===== src/rtl/seg7_pkg.sv =====
// Shared constants, state encoding and hex decode for the 4-digit 7-segment scan driver.
// All segment and anode values here are active-low.
package seg7_pkg;

  localparam logic [6:0] SEG_OFF = 7'h7F;
  localparam logic [3:0] AN_OFF  = 4'hF;

  typedef enum logic {
    ST_BLANK = 1'b0,
    ST_SHOW  = 1'b1
  } scan_state_t;

  // Bit order of the result is {g,f,e,d,c,b,a}
  function automatic logic [6:0] hex_to_seg(input logic [3:0] nibble);
    logic [6:0] s;
    case (nibble)
      4'h0:    s = 7'b1000000;
      4'h1:    s = 7'b1111001;
      4'h2:    s = 7'b0100100;
      4'h3:    s = 7'b0110000;
      4'h4:    s = 7'b0011001;
      4'h5:    s = 7'b0010010;
      4'h6:    s = 7'b0000010;
      4'h7:    s = 7'b1111000;
      4'h8:    s = 7'b0000000;
      4'h9:    s = 7'b0010000;
      4'hA:    s = 7'b0001000;
      4'hB:    s = 7'b0000011;
      4'hC:    s = 7'b1000110;
      4'hD:    s = 7'b0100001;
      4'hE:    s = 7'b0000110;
      default: s = 7'b0001110;
    endcase
    return s;
  endfunction

endpackage


===== src/rtl/seg7_hex_decode.sv =====
// Combinational nibble to active-low {g..a} segment pattern.
module seg7_hex_decode
  import seg7_pkg::*;
(
  input  logic [3:0] nibble,
  output logic [6:0] seg
);

  always_comb begin
    seg = hex_to_seg(nibble);
  end

endmodule


===== src/rtl/seg7_scan_driver.sv =====
// Time-multiplexed 4-digit common-anode driver with blanking gaps, per-frame
// input snapshot and optional leading-zero suppression.
module seg7_scan_driver
  import seg7_pkg::*;
#(
  parameter int SHOW_CYCLES  = 49984,
  parameter int BLANK_CYCLES = 16,
  parameter int CNT_W        = 16
) (
  input  logic       clk,
  input  logic       rst,
  input  logic       enable,
  input  logic [3:0] digit0,
  input  logic [3:0] digit1,
  input  logic [3:0] digit2,
  input  logic [3:0] digit3,
  input  logic [3:0] dp_in,
  input  logic       zero_blank,
  output logic [3:0] an,
  output logic [6:0] seg,
  output logic       dp,
  output logic       frame_tick
);

  localparam logic [CNT_W-1:0] SHOW_LAST  = CNT_W'(SHOW_CYCLES - 1);
  localparam logic [CNT_W-1:0] BLANK_LAST = CNT_W'(BLANK_CYCLES - 1);
  localparam logic [CNT_W-1:0] CNT_ONE    = CNT_W'(1);

  scan_state_t      state, state_n;
  logic [1:0]       idx, idx_n;
  logic [CNT_W-1:0] cnt, cnt_n;
  logic             need_start, need_start_n;
  logic             snap;

  logic [3:0][3:0]  sh_digit;
  logic [3:0]       sh_dp;
  logic             sh_zb;

  logic [3:0]       suppress;
  logic [6:0]       cur_seg;
  logic             lit;
  logic [3:0]       an_n;
  logic [6:0]       seg_n;
  logic             dp_n;

  seg7_hex_decode u_decode (
    .nibble (sh_digit[idx]),
    .seg    (cur_seg)
  );

  // A digit is suppressed only if it and every digit to its left are zero
  always_comb begin
    suppress    = 4'b0000;
    suppress[3] = sh_zb && (sh_digit[3] == 4'h0);
    suppress[2] = suppress[3] && (sh_digit[2] == 4'h0);
    suppress[1] = suppress[2] && (sh_digit[1] == 4'h0);
  end

  // need_start forces a fresh frame (with snapshot) after reset or re-enable
  always_comb begin
    state_n      = state;
    idx_n        = idx;
    cnt_n        = cnt;
    need_start_n = need_start;
    snap         = 1'b0;

    if (!enable) begin
      state_n      = ST_BLANK;
      idx_n        = 2'd0;
      cnt_n        = '0;
      need_start_n = 1'b1;
    end else if (need_start) begin
      state_n      = ST_BLANK;
      idx_n        = 2'd0;
      cnt_n        = '0;
      need_start_n = 1'b0;
      snap         = 1'b1;
    end else if (state == ST_BLANK) begin
      if (cnt == BLANK_LAST) begin
        state_n = ST_SHOW;
        cnt_n   = '0;
      end else begin
        cnt_n = cnt + CNT_ONE;
      end
    end else begin
      if (cnt == SHOW_LAST) begin
        state_n = ST_BLANK;
        cnt_n   = '0;
        idx_n   = idx + 2'd1;
        snap    = (idx == 2'd3);
      end else begin
        cnt_n = cnt + CNT_ONE;
      end
    end
  end

  // Pin values are derived from the next state so they change on the same edge
  always_comb begin
    lit   = (state_n == ST_SHOW) && !suppress[idx];
    an_n  = AN_OFF;
    seg_n = SEG_OFF;
    dp_n  = 1'b1;
    if (lit) begin
      an_n  = ~(4'b0001 << idx);
      seg_n = cur_seg;
      dp_n  = ~sh_dp[idx];
    end
  end

  always_ff @(posedge clk) begin
    if (rst) begin
      state      <= ST_BLANK;
      idx        <= 2'd0;
      cnt        <= '0;
      need_start <= 1'b1;
      sh_digit   <= '0;
      sh_dp      <= 4'b0000;
      sh_zb      <= 1'b0;
      an         <= AN_OFF;
      seg        <= SEG_OFF;
      dp         <= 1'b1;
      frame_tick <= 1'b0;
    end else begin
      state      <= state_n;
      idx        <= idx_n;
      cnt        <= cnt_n;
      need_start <= need_start_n;
      an         <= an_n;
      seg        <= seg_n;
      dp         <= dp_n;
      frame_tick <= snap;
      if (snap) begin
        sh_digit <= {digit3, digit2, digit1, digit0};
        sh_dp    <= dp_in;
        sh_zb    <= zero_blank;
      end
    end
  end

endmodule


===== config.mk =====
export PLATFORM = sky130hd
export DESIGN_NAME = seg7_scan_driver
export DESIGN_NICKNAME = d
export VERILOG_FILES = /design/src/rtl/seg7_pkg.sv /design/src/rtl/seg7_hex_decode.sv /design/src/rtl/seg7_scan_driver.sv
export SDC_FILE = /design/constraint.sdc
export NUM_CORES = 1
export LEC_CHECK = 0
export CORE_UTILIZATION = 50
export DETAILED_ROUTE_END_ITERATION = 8
export GPL_TIMING_DRIVEN = 0
export PLACE_DENSITY = 0.86
export SYNTH_ARGS = -nofsm -noshare
export SYNTH_HDL_FRONTEND = slang
export SYNTH_HIERARCHICAL = 1
export SYNTH_SLANG_ARGS = --single-unit

===== constraint.sdc =====
create_clock -name clk -period 3.35 [get_ports clk]
set_input_delay 0.5025 -clock clk [delete_from_list [all_inputs] [get_ports clk]]
set_output_delay 0.5025 -clock clk [all_outputs]
set_load 0.05 [all_outputs]

==> metrics.yaml, run 1 <==
outcome:
  run_status: "finished clean"
synth:
  syn_inst: 273
  synth_top_cell_area_share_pct: 39.7
  synth_cell_type_count: 40
  yosys_warnings: 6
  total_nets_after_synthesis: 309
  yosysTopAreaCell: "dfxtp_1"
  post_synth_instance_area_um2: 2720
  synthArstFlopShare_pct: 0
  synth_seq_area_share_pct: 39.7
  ys_top_cells_by_area: "dfxtp_1 (40%), nand2b_1 (9.9%), mux2i_1 (9.2%), ha_1 (5.5%), xnor2_1 (4.2%)"
  synth_top_flop_cell: "dfxtp_1"
  ff_latch_count_synth: 54
  postSynthAreaPerCell_um2: 9.97
  synth_edf_count: 0
clocking:
  clock-root-buffer: "clkbuf_8"
  ctsHtreeMaxLevel: 2
  post_cts_hold_buffer_count: 0
  ctsLongestPathBuffers: 2
  numClockSinks: 54
  clock_insertion_delay_worst_skew_ns: 0.32
  post_cts_resize_count: 0
  post-cts-setup-buffers: 0
  worst_setup_hold_path_clk_slew_ns: 0.10
  cts_tree: "done"
  cts-buffers-inserted: 5
global_route:
  grt_first_pass_wirelength_mm: 8.80
  first_global_vias: 1911
  globalRouteTotalUtil_pct: 20.3
  grt_overflow: 0
  number_of_antenna_violations_at_the_first_check_in_global_routing: 0
  pin_count_of_the_biggest_net_entering_global_routing: 19
worst_setup_path:
  setup.worst_path.class: "flip-flop to flip-flop"
  data_arrival_time_of_the_critical_path_ns: 2.98
  worst_setup_path_start_kind: "flip-flop"
  worst-endpoint-required_ns: 3.61
  max_fo_critical_path: 9
  crit_path_end_kind: "flip-flop"
min_path:
  hp-class: "flip-flop to flip-flop"
flow_run:
  maxCapViolCount: 0
route:
  detail_route.drc_violations: 0
  drt-vias-per-instance: 5.33
  wirelength_mm: 5.10
  drt-pass1-iter-count: 4
  remaining_antenna_violation_count_after_routing: 0
  dr.first_iter.drc_count: 94
  num_vias: 2063
  wire_per_inst_um: 13.2
timing:
  timing.slew.headroom_pct: 57.0
  maxSlewViolCount: 0
  skew_ns: 0.00856
  tightestPinTransition_ns: 0.640
  clock.fmax_mhz: 368
  final_period_minus_worst_setup_slack_ns: 2.72
  fin_crit_sh_pct: 81.1
  setup_viol: 0
  rsz_0062_raised_after_global_routing: "false"
  timing_hold_violations_final: 0
  setup_tns_ns: 0
power_and_ir_drop:
  power_density_nw_per_um2: 362
  p_seq_share_pct: 56.8
  net-switching-power_uw: 295
  internal_power_uw: 887
  comb_power_share_pct: 11.2
  leakage_uw: 0.00117
  worst_ir_drop_vdd_v: 0.000247
  switching_share_pct: 24.9
  power_frac_clock_pct: 32.0
finish:
  finalInstanceArea_um2: 3260
  diodes: 0
  post_layout_nonfiller_instances: 387
  post_route_cells_drive_above_1_share_pct: 8.83
  net_count_of_the_finished_layout: 352
  area_growth_syn_to_layout_pct: 19.9
  commonest_cells_after_routing_fill_and_taps_aside: "dfxtp_1 (54), nand2b_1 (43), clkdlybuf4s50_1 (36)"
  layout.cells.most_common: "dfxtp_1"
  num-fill-cells: 444
  post_layout_utilization_of_the_core_pct: 63.1
placement:
  placed_area_um2: 3170
  routabilityCongestion: 0.809
  place.detailed.instances: 379
  place.port_buffers: 36
  hpwl_mm: 3.76
floorplan:
  num_rows: 26
  die_span_in_x_um: 75.8
  floorplan.die_area_um2: 5740
  initial_core_util_pct: 52.6
  ios: 37
  coreArea_um2: 5170
  fp.dieH_um: 75.8
==> per-stage QoR <==
step | hold slack (ns) | power, uW | setup slack, ns
final | 0.484 | 1180 | 0.634
after global routing | 0.513 | 1240 | 0.386
after CTS | 0.488 | 1190 | 0.620
after detailed placement | 0.469 | 818 | 0.624
after global placement | 0.461 | 813 | 0.686
after floorplan | 0.447 | 768 | 0.932
==> path summary, 6_finish.rpt <==
kind,startpoint,to,slack (ns),cells after the start
worst min-delay path,sh_dp[1]$_SDFFE_PP0P_,sh_dp[1]$_SDFFE_PP0P_,0.48,2
worst max-delay path,idx[0]$_SDFFE_PP0P_,seg[0]$_SDFF_PP1_,0.63,8
worst max register to register,idx[0]$_SDFFE_PP0P_,seg[0]$_SDFF_PP1_,0.63,8
worst min register to register,sh_dp[1]$_SDFFE_PP0P_,sh_dp[1]$_SDFFE_PP0P_,0.48,2
==> kinds of logic after synthesis <==
group	Yosys count	share of synthesized area, %
adder cells (fa/ha/maj)	12	5.52
flip-flops	54	39.7
XOR/XNOR	14	4.51
AO/OA/AOI/OAI	17	4.23
buffers and inverters	23	4.00
AND/OR/NAND/NOR	121	27.3
multiplexers	32	14.7
==> registers in the layout, summed over array words and instances (netlist names) <==
register	count
an	4
dp	1
sh_digit	16
idx	2
need_start	1
sh_zb	1
frame_tick	1
sh_dp	4
state	1
seg	7
cnt	16
==> power groups by stage <==
stage	logic [uW]	registers [uW]	clock network (uW)
floorplan	84.5	684	0
global placement	128	685	0
detailed placement	132	686	0
CTS	133	671	389
global route	145	673	419
finish	132	671	378
==> critical path, stage by stage, from the launching register on <==
cell,delay [ns]
dfxtp_1,0.38
clkbuf_1,0.47
mux4_2,0.65
inv_1,0.17
ha_1,0.21
and2b_2,0.23
or3b_1,0.36
o21ai_0,0.07
nand4b_1,0.12
==> Yosys cell counts, drive strengths merged, types with 6 or more instances <==
library cell / count
nor3: 21
mux2i: 25
dfxtp: 54
buf: 6
nand3: 9
nand2b: 43
nor4: 7
ha: 12
inv: 8
nand4b: 7
nand4: 8
xnor2: 13
clkbuf: 9
nor2: 11
mux4: 6
==> cell type report <==
cell class | instances | area [um^2] | share of cell area, %
plain buffers | 15 | 78.8 | 2.42
clock buffers | 5 | 68.8 | 2.11
clock inverters | 3 | 25.0 | 0.767
inverters | 8 | 30.0 | 0.920
multi-input cells | 196 | 1530 | 46.9
flip-flops and latches | 54 | 1080 | 33.1
well taps | 70 | 87.6 | 2.68
repair buffers | 36 | 360 | 11.0
==> metal layers <==
metal	GRT usage, %	share of wire (%)	vias to the layer above
met5	0	0	-
met4	9.26	2.2	0
met3	4.89	3.0	9
met2	31.5	45	45
met1	26.6	49	960
li1	-	-	1049
Note: power is estimated with default switching activity, not from simulation.
==> run 2, diff against run 1 <==
clock period = 2.75 ns   (was 3.35 ns; I/O delays follow)
==> metrics.yaml, run 2 (same netlist as run 1, synthesis figures left out) <==
worst_setup_path:
  crit_path_end_kind: "flip-flop"
  crit_path_top_delay_cell: "mux4_2"
  max_fo_critical_path: 9
  worst_setup_path_start_kind: "flip-flop"
  worst-r2r-setup-slack_ns: 0.25
  worst-endpoint-required_ns: 3.01
  setup.worst_path.class: "flip-flop to flip-flop"
  cp_slowest_stage_delay_ns: 0.62
  cp_cell_sequence: "clkbuf_2 -> mux4_2 -> inv_1 -> ha_1 -> and2b_2 -> or3b_1 -> o21ai_0 -> nand4b_1"
  data_arrival_time_of_the_critical_path_ns: 2.76
finish:
  area_growth_syn_to_layout_pct: 20.0
  final-seq-area_um2: 1080
  finalInstanceArea_um2: 3260
  post_route_cells_drive_above_1_share_pct: 9.15
  layout_top_registers: "cnt x16, sh_digit x16, seg x7"
  multi_input_area_um2: 1530
  net_count_of_the_finished_layout: 352
  post_layout_utilization_of_the_core_pct: 63.1
  num-fill-cells: 443
  diodes: 0
  layout.cells.most_common: "dfxtp_1"
  commonest_cells_after_routing_fill_and_taps_aside: "dfxtp_1 (54), nand2b_1 (43), clkdlybuf4s50_1 (36)"
outcome:
  run_status: "finished clean"
placement:
  hpwl_mm: 3.76
  place.port_buffers: 36
  placement.setup.worst_slack_ns: 0.0241
  routabilityCongestion: 0.809
  placed_area_um2: 3170
timing:
  tightestPinTransition_ns: 0.638
  rsz_0062_raised_after_global_routing: "false"
  timing_hold_violations_final: 0
  maxSlewViolCount: 0
  final_period_minus_worst_setup_slack_ns: 2.50
  fin_crit_sh_pct: 90.8
  setup_tns_ns: 0
  finalWorstSetupSlack_ns: 0.253
  setup_viol: 0
  timing.slew.headroom_pct: 57.1
  clock.fmax_mhz: 400
  timing.hold.ws_ns: 0.484
  skew_ns: 0.00880
floorplan:
  ios: 37
  die_span_in_x_um: 75.8
  num_rows: 26
  fp.dieH_um: 75.8
  coreArea_um2: 5170
  initial_core_util_pct: 52.6
  floorplan.die_area_um2: 5740
power_and_ir_drop:
  power_density_nw_per_um2: 441
  switching_share_pct: 25.0
  internal_power_uw: 1080
  power_frac_clock_pct: 32.1
  comb_power_share_pct: 11.2
  p_seq_share_pct: 56.8
  net-switching-power_uw: 360
  worst_ir_drop_vdd_v: 0.000301
  leakage_uw: 0.00117
route:
  num_vias: 2058
  drt-pass1-iter-count: 4
  wirelength_mm: 5.08
  dr.first_iter.drc_count: 94
  drt-vias-per-instance: 5.32
  detail_route.drc_violations: 0
  wire_per_inst_um: 13.1
  remaining_antenna_violation_count_after_routing: 0
clocking:
  cts-buffers-inserted: 5
  clock-root-buffer: "clkbuf_8"
  worst_setup_hold_path_clk_slew_ns: 0.10
  ctsHtreeMaxLevel: 2
  numClockSinks: 54
  cts_tree: "done"
  ctsLongestPathBuffers: 2
  clock_insertion_delay_worst_skew_ns: 0.32
  post-cts-setup-buffers: 0
global_route:
  pin_count_of_the_biggest_net_entering_global_routing: 19
  number_of_antenna_violations_at_the_first_check_in_global_routing: 0
  first_global_vias: 1911
  grt_overflow: 0
  globalRouteTotalUtil_pct: 20.3
  grt_first_pass_wirelength_mm: 8.80
min_path:
  hp-class: "flip-flop to flip-flop"
flow_run:
  maxCapViolCount: 0
[run 2: cell count changes in the layout (fill, tap and decap cells not counted)]
cell and delta:
clkbuf_1 -1, clkbuf_2 +1
[run 2: repair_timing]
action | 4_1_cts | 5_1_grt
resized for setup | 0 | 2
setup endpoints to repair | 0 | 4
hold buffers | 0 | 0
hold endpoints to repair | 0 | 0
[run 2: power groups by stage]
stage / clock network, uW / registers [uW] / logic [uW]
5_1_grt: 511 / 820 / 177
3_5_place_dp: 0 / 835 / 161
3_3_place_gp: 0 / 834 / 156
6_report: 462 / 818 / 161
2_1_floorplan: 0 / 833 / 103
4_1_cts: 474 / 817 / 161
[run 2: area by class of cell]
cell class,count,share of cell area (%)
buffer,15,2.45
clock buffer,5,2.11
clock inverter,3,0.767
inverter,8,0.920
multi-input combinational,196,46.9
sequential,54,33.1
tap,70,2.68
timing repair buffer,36,11.0
[run 2: metrics by stage]
| step | instances | total power, uW |
|---|---|---|
| 5_1_grt | 387 | 1510 |
| 4_1_cts | 387 | 1450 |
| 3_3_place_gp | 379 | 990 |
| 3_5_place_dp | 379 | 996 |
| 6_report | 387 | 1440 |
| 2_1_floorplan | 273 | 936 |
[run 2: critical path: cells and delay by family (launching register included)]
kind                       cells  cell delay (ns)
AOI/OAI and AO/OA              1             0.07
adders and majority gates      1             0.21
buffers and inverters          2             0.46
DFF                            1             0.38
muxes                          1             0.62
and+or+nand+nor                3             0.71
[run 2: worst paths after layout]
| check | startpoint | endpoint | cells past startpoint |
|---|---|---|---|
| worst max register to register | idx[0]$_SDFFE_PP0P_ | seg[0]$_SDFF_PP1_ | 8 |
| worst min register to register | sh_dp[1]$_SDFFE_PP0P_ | sh_dp[1]$_SDFFE_PP0P_ | 2 |
| worst min-delay path | sh_dp[1]$_SDFFE_PP0P_ | sh_dp[1]$_SDFFE_PP0P_ | 2 |
| worst max-delay path | idx[0]$_SDFFE_PP0P_ | seg[0]$_SDFF_PP1_ | 8 |
[run 2: routing by layer]
layer	vias up	track usage (%)	part of all wire, %
met4	0	9.26	1.8
met3	7	4.89	3.4
met1	953	26.6	49
met5	-	0	0
met2	48	31.5	45
li1	1050	-	-
==> run 3, diff against run 2 <==
REMOVE_ABC_BUFFERS = 1   (was unset)
==> metrics.yaml, run 3 (same netlist as run 1, synthesis figures left out) <==
clocking:
  worst_setup_hold_path_clk_slew_ns: 0.09
  clock_insertion_delay_worst_skew_ns: 0.31
  ctsHtreeMaxLevel: 2
  post_cts_hold_buffer_count: 0
  cts_tree: "done"
  clock-root-buffer: "clkbuf_8"
  cts-buffers-inserted: 5
  ctsLongestPathBuffers: 2
  post-cts-setup-buffers: 0
  numClockSinks: 54
worst_setup_path:
  worst_setup_path_start_kind: "flip-flop"
  worst-endpoint-required_ns: 3.00
  setup.worst_path.class: "flip-flop to flip-flop"
  max_fo_critical_path: 11
  data_arrival_time_of_the_critical_path_ns: 2.76
  crit_path_end_kind: "flip-flop"
route:
  dr.first_iter.drc_count: 90
  num_vias: 2004
  wire_per_inst_um: 12.9
  wirelength_mm: 4.82
  remaining_antenna_violation_count_after_routing: 0
  drt-pass1-iter-count: 4
  drt-vias-per-instance: 5.37
  detail_route.drc_violations: 0
global_route:
  globalRouteTotalUtil_pct: 19.1
  first_global_vias: 1841
  grt_overflow: 0
  grt_first_pass_wirelength_mm: 8.22
  pin_count_of_the_biggest_net_entering_global_routing: 44
  number_of_antenna_violations_at_the_first_check_in_global_routing: 0
finish:
  diodes: 0
  layout_top_registers: "cnt x16, sh_digit x16, seg x7"
  net_count_of_the_finished_layout: 338
  area_growth_syn_to_layout_pct: 18.6
  finalInstanceArea_um2: 3230
  layout.cells.most_common: "dfxtp_1"
  post_layout_utilization_of_the_core_pct: 62.4
  commonest_cells_after_routing_fill_and_taps_aside: "dfxtp_1 (54), nand2b_1 (43), clkdlybuf4s50_1 (35)"
  post_route_cells_drive_above_1_share_pct: 8.25
floorplan:
  ios: 37
  die_span_in_x_um: 75.8
  fp.dieH_um: 75.8
  num_rows: 26
  coreArea_um2: 5170
  initial_core_util_pct: 52.6
  floorplan.die_area_um2: 5740
placement:
  place.port_buffers: 36
  hpwl_mm: 3.40
  routabilityCongestion: 0.834
  placed_area_um2: 3110
  placement.setup.worst_slack_ns: -0.347
timing:
  timing_hold_violations_final: 0
  skew_ns: 0.00344
  tightestPinTransition_ns: 0.987
  finalWorstSetupSlack_ns: 0.236
  rsz_0062_raised_after_global_routing: "false"
  clock.fmax_mhz: 398
  maxSlewViolCount: 0
  setup_viol: 0
  fin_crit_sh_pct: 91.4
  timing.slew.headroom_pct: 34.1
  final_period_minus_worst_setup_slack_ns: 2.51
power_and_ir_drop:
  power_density_nw_per_um2: 464
  leakage_uw: 0.00116
  worst_ir_drop_vdd_v: 0.000333
min_path:
  hp-class: "flip-flop to flip-flop"
flow_run:
  maxCapViolCount: 0
outcome:
  run_status: "finished clean"
run 3: cell count changes in the layout (fill, tap and decap cells not counted), sizes merged:
cell | before | now
buf | 6 | 1
bufinv | 0 | 1
clkbuf | 14 | 5
clkdlybuf4s50 | 36 | 35
clkinv | 1 | 2
clkinvlp | 1 | 0
dlymetal6s2s | 0 | 1
inv | 9 | 8
run 3: final timing paths:
kind	start	end	slack (ns)	cells after the start
max	idx[0]$_SDFFE_PP0P_	seg[0]$_SDFF_PP1_	0.24	7
max reg2reg	idx[0]$_SDFFE_PP0P_	seg[0]$_SDFF_PP1_	0.24	7
min reg2reg	sh_dp[1]$_SDFFE_PP0P_	sh_dp[1]$_SDFFE_PP0P_	0.48	2
min	sh_dp[1]$_SDFFE_PP0P_	sh_dp[1]$_SDFFE_PP0P_	0.48	2
run 3: where the power goes:
part	internal [uW]	switching [uW]	leakage, uW	total [uW]
clock network	268	253	0.0000579	521
logic	91.7	65.5	0.000663	157
registers	803	15.5	0.000440	818
total	1160	334	0.00116	1500
run 3: final cells by class:
class	instances	area [um^2]
flip-flops and latches	54	1080
clock buffers	5	68.8
well taps	70	87.6
repair buffers	37	378
fillers	421	1940
clock inverters	3	40.0
multi-input cells	196	1540
inverters	8	30.0
run 3: routing by layer:
metal / GRT usage, % / share of wire [%]
met1: 23.9 / 48
met3: 4.76 / 2.8
met2: 31.8 / 48
met4: 6.79 / 1.6
met5: 0 / 0
run 3: timing repair:
item,4_1_cts,5_1_grt
endpoints found under the setup margin,5,2
gates resized for setup,1,1
gates cloned,0,0
run 3: worst max-delay path, stage by stage (launching register included):
cell and delay, ns:
dfxtp_1 0.65, mux4_2 0.64, inv_1 0.18, ha_1 0.20
and2b_2 0.22, or3b_1 0.37, o21ai_0 0.07, nand4b_1 0.12
run 3: metrics by stage:
stage	hold WS (ns)	instances	power, uW	TNS, ns
3_5_place_dp	0.468	365	992	-4.80
5_1_grt	0.503	373	1570	0
3_3_place_gp	0.458	364	987	-20.87
4_1_cts	0.484	373	1510	0
6_report	0.483	373	1500	0
2_1_floorplan	0.446	258	930	-3.59
